`src/rtl/serial_subtractor.sv`:
```
// ---------------------------------------------------------------------------
// serial_subtractor
//   Bit-serial WIDTH-bit subtractor (diff = a - b), LSB first, one bit per
//   clock. A single full-subtractor cell plus a registered borrow flip-flop.
//   A start/done handshake frames each operation.
//
// Ports
//   clk         rising-edge clock
//   rst         asynchronous, active-high reset
//   start       request; sampled only while ready=1
//   a, b        minuend / subtrahend, captured on the accepted start edge
//   ready       high in IDLE only
//   busy        high in SHIFT
//   done        one-cycle pulse when diff/borrow_out/overflow are valid
//   diff        a - b modulo 2^WIDTH (held until the next completion)
//   borrow_out  final borrow; 1 means a < b unsigned
//   overflow    signed two's-complement overflow of a - b
// ---------------------------------------------------------------------------
module serial_subtractor #(
  parameter int WIDTH = 8,
  parameter int CNT_W = $clog2(WIDTH + 1)
) (
  input  logic             clk,
  input  logic             rst,
  input  logic             start,
  input  logic [WIDTH-1:0] a,
  input  logic [WIDTH-1:0] b,
  output logic             ready,
  output logic             busy,
  output logic             done,
  output logic [WIDTH-1:0] diff,
  output logic             borrow_out,
  output logic             overflow
);

  typedef enum logic [1:0] {
    S_IDLE,
    S_SHIFT,
    S_DONE
  } state_t;

  state_t             r_state;
  logic [WIDTH-1:0]   r_sa;
  logic [WIDTH-1:0]   r_sb;
  logic [WIDTH-2:0]   r_res;     // difference bits produced so far
  logic               r_br;
  logic [CNT_W-1:0]   r_cnt;

  logic               w_a;
  logic               w_b;
  logic               w_d;
  logic               w_br_next;
  logic               w_last;
  logic [WIDTH-1:0]   w_res_next;

  // Full-subtractor cell on the current LSBs of the operand shift registers.
  always_comb begin
    w_a        = r_sa[0];
    w_b        = r_sb[0];
    w_d        = w_a ^ w_b ^ r_br;
    w_br_next  = (~w_a & w_b) | (~(w_a ^ w_b) & r_br);
    w_last     = (r_cnt == CNT_W'(WIDTH - 1));
    w_res_next = {w_d, r_res};
  end

  always_ff @(posedge clk or posedge rst) begin
    if (rst) begin
      r_state    <= S_IDLE;
      r_sa       <= '0;
      r_sb       <= '0;
      r_res      <= '0;
      r_br       <= 1'b0;
      r_cnt      <= '0;
      ready      <= 1'b1;
      busy       <= 1'b0;
      done       <= 1'b0;
      diff       <= '0;
      borrow_out <= 1'b0;
      overflow   <= 1'b0;
    end else begin
      case (r_state)
        S_IDLE: begin
          if (start) begin
            r_sa    <= a;
            r_sb    <= b;
            r_res   <= '0;
            r_br    <= 1'b0;
            r_cnt   <= '0;
            ready   <= 1'b0;
            busy    <= 1'b1;
            r_state <= S_SHIFT;
          end
        end

        S_SHIFT: begin
          r_sa  <= r_sa >> 1;
          r_sb  <= r_sb >> 1;
          r_res <= w_res_next[WIDTH-1:1];
          r_br  <= w_br_next;
          r_cnt <= r_cnt + CNT_W'(1);
          if (w_last) begin
            // On the last bit the operand LSBs are the original MSBs,
            // so the sign bits needed for overflow are w_a / w_b.
            diff       <= w_res_next;
            borrow_out <= w_br_next;
            overflow   <= (w_a != w_b) && (w_d != w_a);
            busy       <= 1'b0;
            done       <= 1'b1;
            r_state    <= S_DONE;
          end
        end

        S_DONE: begin
          done    <= 1'b0;
          ready   <= 1'b1;
          r_state <= S_IDLE;
        end

        default: begin
          busy    <= 1'b0;
          done    <= 1'b0;
          ready   <= 1'b1;
          r_state <= S_IDLE;
        end
      endcase
    end
  end

endmodule

```
`config.mk`:
```
export PLATFORM = sky130hd
export DESIGN_NAME = serial_subtractor
export DESIGN_NICKNAME = d
export VERILOG_FILES = /design/src/rtl/serial_subtractor.sv
export SDC_FILE = /design/constraint.sdc
export NUM_CORES = 1
export LEC_CHECK = 0
export CAP_MARGIN = 20
export CORE_MARGIN = 3
export CORE_UTILIZATION = 45
export CTS_CLUSTER_SIZE = 16
export DETAILED_ROUTE_END_ITERATION = 7
export DONT_BUFFER_PORTS = 1
export PLACE_DENSITY = 0.61
export SYNTH_ARGS = -nofsm -noshare
export SYNTH_HDL_FRONTEND = slang
export SYNTH_SLANG_ARGS = --single-unit
```
`constraint.sdc`:
```
create_clock -name clk -period 2 [get_ports clk]
set_input_delay 0.4 -clock clk [delete_from_list [all_inputs] [get_ports clk]]
set_output_delay 0.4 -clock clk [all_outputs]
set_load 0.005 [all_outputs]
```
---- Yosys cells after proc, flatten, opt, wreduce, memory -nomap -nowiden ----
Cells that the tools add are included.
operators by class
  bitwise gates (word level) .............. 10
  reductions and logical operators ........ 9
  equality and inequality tests ........... 7
  multiplexer cells ....................... 19
  $add $sub $neg .......................... 1
operator list
  kind                                            number
  case mux 8 bit (2 select lines)                 2
  two-way mux 8 bit                               2
  case mux 7 bit (2 select lines)                 1
  AND reduction 2 bit                             5
  case mux 4 bit (2 select lines)                 1
  two-way mux 7 bit                               1
  case mux 1 bit (2 select lines)                 3
  NOT 1 bit                                       5
  adder 4 x 1 -> 4 bit (second input constant)    1
  == test 4 x 3 -> 1 bit (second input constant)  1
  two-way mux 1 bit                               4
  two-way mux 2 bit                               2
  two-way mux 4 bit                               1
  inequality test 2 bit (second input constant)   2
  case mux 2 bit (2 select lines)                 1
  case mux 1 bit (3 select lines)                 1
  AND reduction 3 bit                             1
  AND 1 bit                                       2
  == test 2 x 1 -> 1 bit (second input constant)  1
  == test 2 bit (second input constant)           1
  zero test 2 bit                                 1
  inequality test 1 bit                           2
  nonzero test 2 bit                              1
  XOR 1 bit                                       2
  2 further kinds                                 2
word-level totals
  flip-flop bits (word level) ............. 43
  bits of input ports ..................... 19
  logic and storage cells ................. 58

---- Longest topological paths before layout ----
  depth after elaboration ................. 5
  mapped depth ............................ 5
  mapped depth without buffers ............ 4

---- Worst setup path before layout ----
No wires, ideal clock.
  path kind ............................... flip-flop to flip-flop
  start point ............................. reg r_cnt[0]
  end point ............................... reg diff[0]
  path slack .............................. 0.598 ns
  library setup time ...................... 0.125 ns
  buffers on the path ..................... 0
  clock period less this slack ............ 1.402 ns
  arrival ................................. 1.277 ns
  stages on the path, launching flop included .. 5
  path through ............................ dfrtp_1 ha_1 nand3b_2 nor2_8 mux2_2
between the ends
  word-level cells in the longest chain between the ends .. 2
ends and longest elaborated chain
  what                                  line  text
  start: declaration                    47    logic [CNT_W-1:0] r_cnt;
  start signal: assignment              100   r_cnt <= r_cnt + CNT_W'(1);
  == test 4 x 3 -> 1 bit                62    w_last = (r_cnt == CNT_W'(WIDTH - 1));
  AND reduction 2 bit (no source line)  --
  end signal: assignment                104   diff <= w_res_next;
  end: declaration                      31    output logic [WIDTH-1:0] diff,
Every way passes these cells.
A chain may end at the register's enable or synchronous reset.

---- Final worst setup path ----
  start point ............................. reg r_state[0]
  end point ............................... reg r_cnt[1]
between the ends
  word-level cells in the longest chain between the ends .. 3
ends and longest elaborated chain
  what                                                                                 line  text
  start: declaration                                                                   42    state_t r_state;
  start signal: assignment                                                             68    r_state <= S_IDLE;
  start signal: assignment                                                             91    r_state <= S_SHIFT;
  start signal: assignment                                                             109   r_state <= S_DONE;
  == test 2 x 1 -> 1 bit / zero test 2 bit (equally long branches)                     81    case (r_state)
  nonzero test 2 bit (no source line) / inequality test 2 bit (equally long branches)  --
  AND reduction 2 bit (no source line)                                                 --
Parallel ways exist; a longest one is shown, timed or not.

==> results.toml <==
[outcome]
outcome = "finished clean"

[global_routing]
grt_pass1_vias = 1273
grt_max_degree = 44
overflow = 0
grt_use_total_pct = 16.0
grt_pass1_wl_um = 6150
antenna_found_initial = 0

[setup_path]
worstPathCellList = "o21bai_2, buf_4, a22o_1"
critical_path_class = "register to register"
endpoint_kind = "register"
cpPeakStageDelay_ps = 720
cp_slowest_cell = "dfrtp_1"
crit_required_ps = 2180
critPathMaxFanout = 19
worst_setup_path_start_kind = "register"
arrival_ps = 1790

[layout]
layout_common_cells = "42 x dfrtp_1, 16 x nand2_1, 15 x o21ai_0"
drive_gt1_share_pct = 14.4
fin_area_um2 = 2010
fin_nets = 181
area_growth_pct = 8.37
fill_cells = 339
n_antenna_cell = 0
final_common_cell = "dfrtp_1"

[power]
combPwrFrac_pct = 31.6
pwr-share-seq_pct = 47.4
ir_drop_v = 0.000675
p_int_uw = 2180
cellLeakagePower_uw = 0.000922
swShare_pct = 34.1
switching_power_uw = 1130
pwr-share-clk_pct = 21.0
cellPowerDensity_nw_per_um2 = 1650

[synthesis]
synth.top_cell.area_share_pct = 56.7
ys_seq_area_share_pct = 58.1
synth.avg_cell_area_um2 = 11.8
synth_warnings = 0
synth_area_leader_cell = "dfrtp_1"
ys_ff_latch = 43
async_flop_share_pct = 100
syn_nets = 179
synthTopCellsByArea = "dfrtp_1 57%, a22o_1 4.7%, o21ai_0 4.1%, nand2_1 3.2%, mux2_2 3.0%"
synth_cell_types = 37
synth_cells = 157
synth_ff_type = "dfrtp_1"
netlist_area_um2 = 1850
synth_edf_count = 0

[drt]
dr.pass1.iters = 4
ant_nets = 0
dr.first_iter.drc_count = 53
routed_wl_um = 3520
drc = 0
vias = 1185
avgRoutedWirePerCell_um = 16.9
viasPerCell = 5.70

[clock_tree]
cts_resized = 0
clockBufferDepth = 2
htree_levels = 2
numCtsBuffers = 5
cts_sinks = 43
clk_pin_slew_ps = 80
clockRootBuffer = "clkbuf_8"
cts_tree = "built"
post_cts_buffers = 0
clkLatencyLatePin_ps = 290
cts_hold_buf = 0

[sta]
fin_setup_tns_ps = 0
tightest_slew_ps = 592
timing_hold_violations_final = 0
fin_worst_skew_ps = 5.28
drv_slew = 0
fin_crit_ps = 1610
finalCritPeriodShare_pct = 80.4
timing.fmax_ghz = 0.622
maxSlewHeadroom_pct = 60.5
rsz0062_at_grt = "false"
finalSetupViolations = 0

[die]
ios = 32
die_area_um2 = 4920
initial_core_util_pct = 48.4
core_area_um2 = 3830
rows = 22
die_y_um = 70.2
die_x_um = 70.2

[placed_design]
port_buffers = 0
dpl_cell_area_um2 = 1890
hpwl_um = 2490
gp_congestion = 0.800

[hold_path]
holdCritPathClass = "input port to asynchronous set/reset pin"

[job]
maxCapViolations = 0
==> cells in the mapped netlist (all sizes together) (2+ instances only) <==
library cell and instances:
a21oi 2, clkbuf 2, buf 8, and2 6
nor2 2, inv 8, dfrtp 42, a22oi 7
nand2b 2, nand2 16, o21ai 15, mux2 8
a31oi 7, o22ai 4, ha 2, a22o 10
==> routing by layer <==
layer | wire length (um) | track usage [%]
met3 | 201 | 6.91
met1 | 1510 | 20.1
met5 | 0 | 0
met4 | 19 | 5.74
met2 | 1800 | 24.4
==> layout make-up <==
| class | instances | area [um2] | share of cell area [%] |
|---|---|---|---|
| Sequential cell | 43 | 1080 | 53.6 |
| Multi-Input combinational cell | 96 | 686 | 34.1 |
| Clock buffer | 6 | 82.6 | 4.11 |
| Tap cell | 48 | 60.1 | 2.99 |
| Timing Repair Buffer | 5 | 37.5 | 1.87 |
| Clock inverter | 2 | 35.0 | 1.74 |
| Inverter | 8 | 30.0 | 1.50 |
==> power groups by stage <==
stage	sequential (uW)	combinational [uW]	clock, uW
after floorplan	1460	940	0
after CTS	1570	1060	707
final	1570	1040	693
after global routing	1630	1190	753
after global placement	1580	1010	0
after detailed placement	1590	1060	0
==> kinds of logic after synthesis <==
group	Yosys count	share of synthesized area, %
XOR/XNOR	1	0.473
flip-flops	43	58.1
AO/OA/AOI/OAI	53	19.6
multiplexers	8	4.86
AND/OR/NAND/NOR	31	9.66
buffers and inverters	18	4.86
adder cells (fa/ha/maj)	3	2.43
==> worst max-delay path, delay by kind of cell (launching register included) <==
family / cells / cell delay (ps)
compound gates: 2 / 520
flops: 1 / 720
buf+inv: 1 / 250
==> state kept, by name, indices dropped and copies added, names as in the netlist <==
signal      cells
borrow_out      1
busy            1
diff            8
done            1
overflow        1
r_br            1
r_cnt           4
r_res           7
r_sa            8
r_sb            8
r_state         2
ready           1
==> final timing paths <==
path | slack (ps) | to | from | cells past startpoint
min in group clk | 240 | r_sb[7] | b[7] | 1
max in group asynchronous | 1510 | ready | rst | 2
worst max register to register | 390 | r_cnt[1] | r_state[0] | 3
worst min-delay path | 120 | diff[4] | rst | 2
worst min register to register | 480 | ready | ready | 2
worst max-delay path | 390 | r_cnt[1] | r_state[0] | 3
==> metrics by stage <==
stage               std cells  worst slack (ps)  hold WS [ps]  power (uW)  util [%]
global placement          200               446           455        2590      49.4
global route              208               208           168        3570      52.5
finish                    208               392           117        3300      52.5
detailed placement        200               392           461        2650      49.4
CTS                       208               380           138        3340      52.5
floorplan                 157               598           442        2400         -
Power figures use the tool's default switching activity.
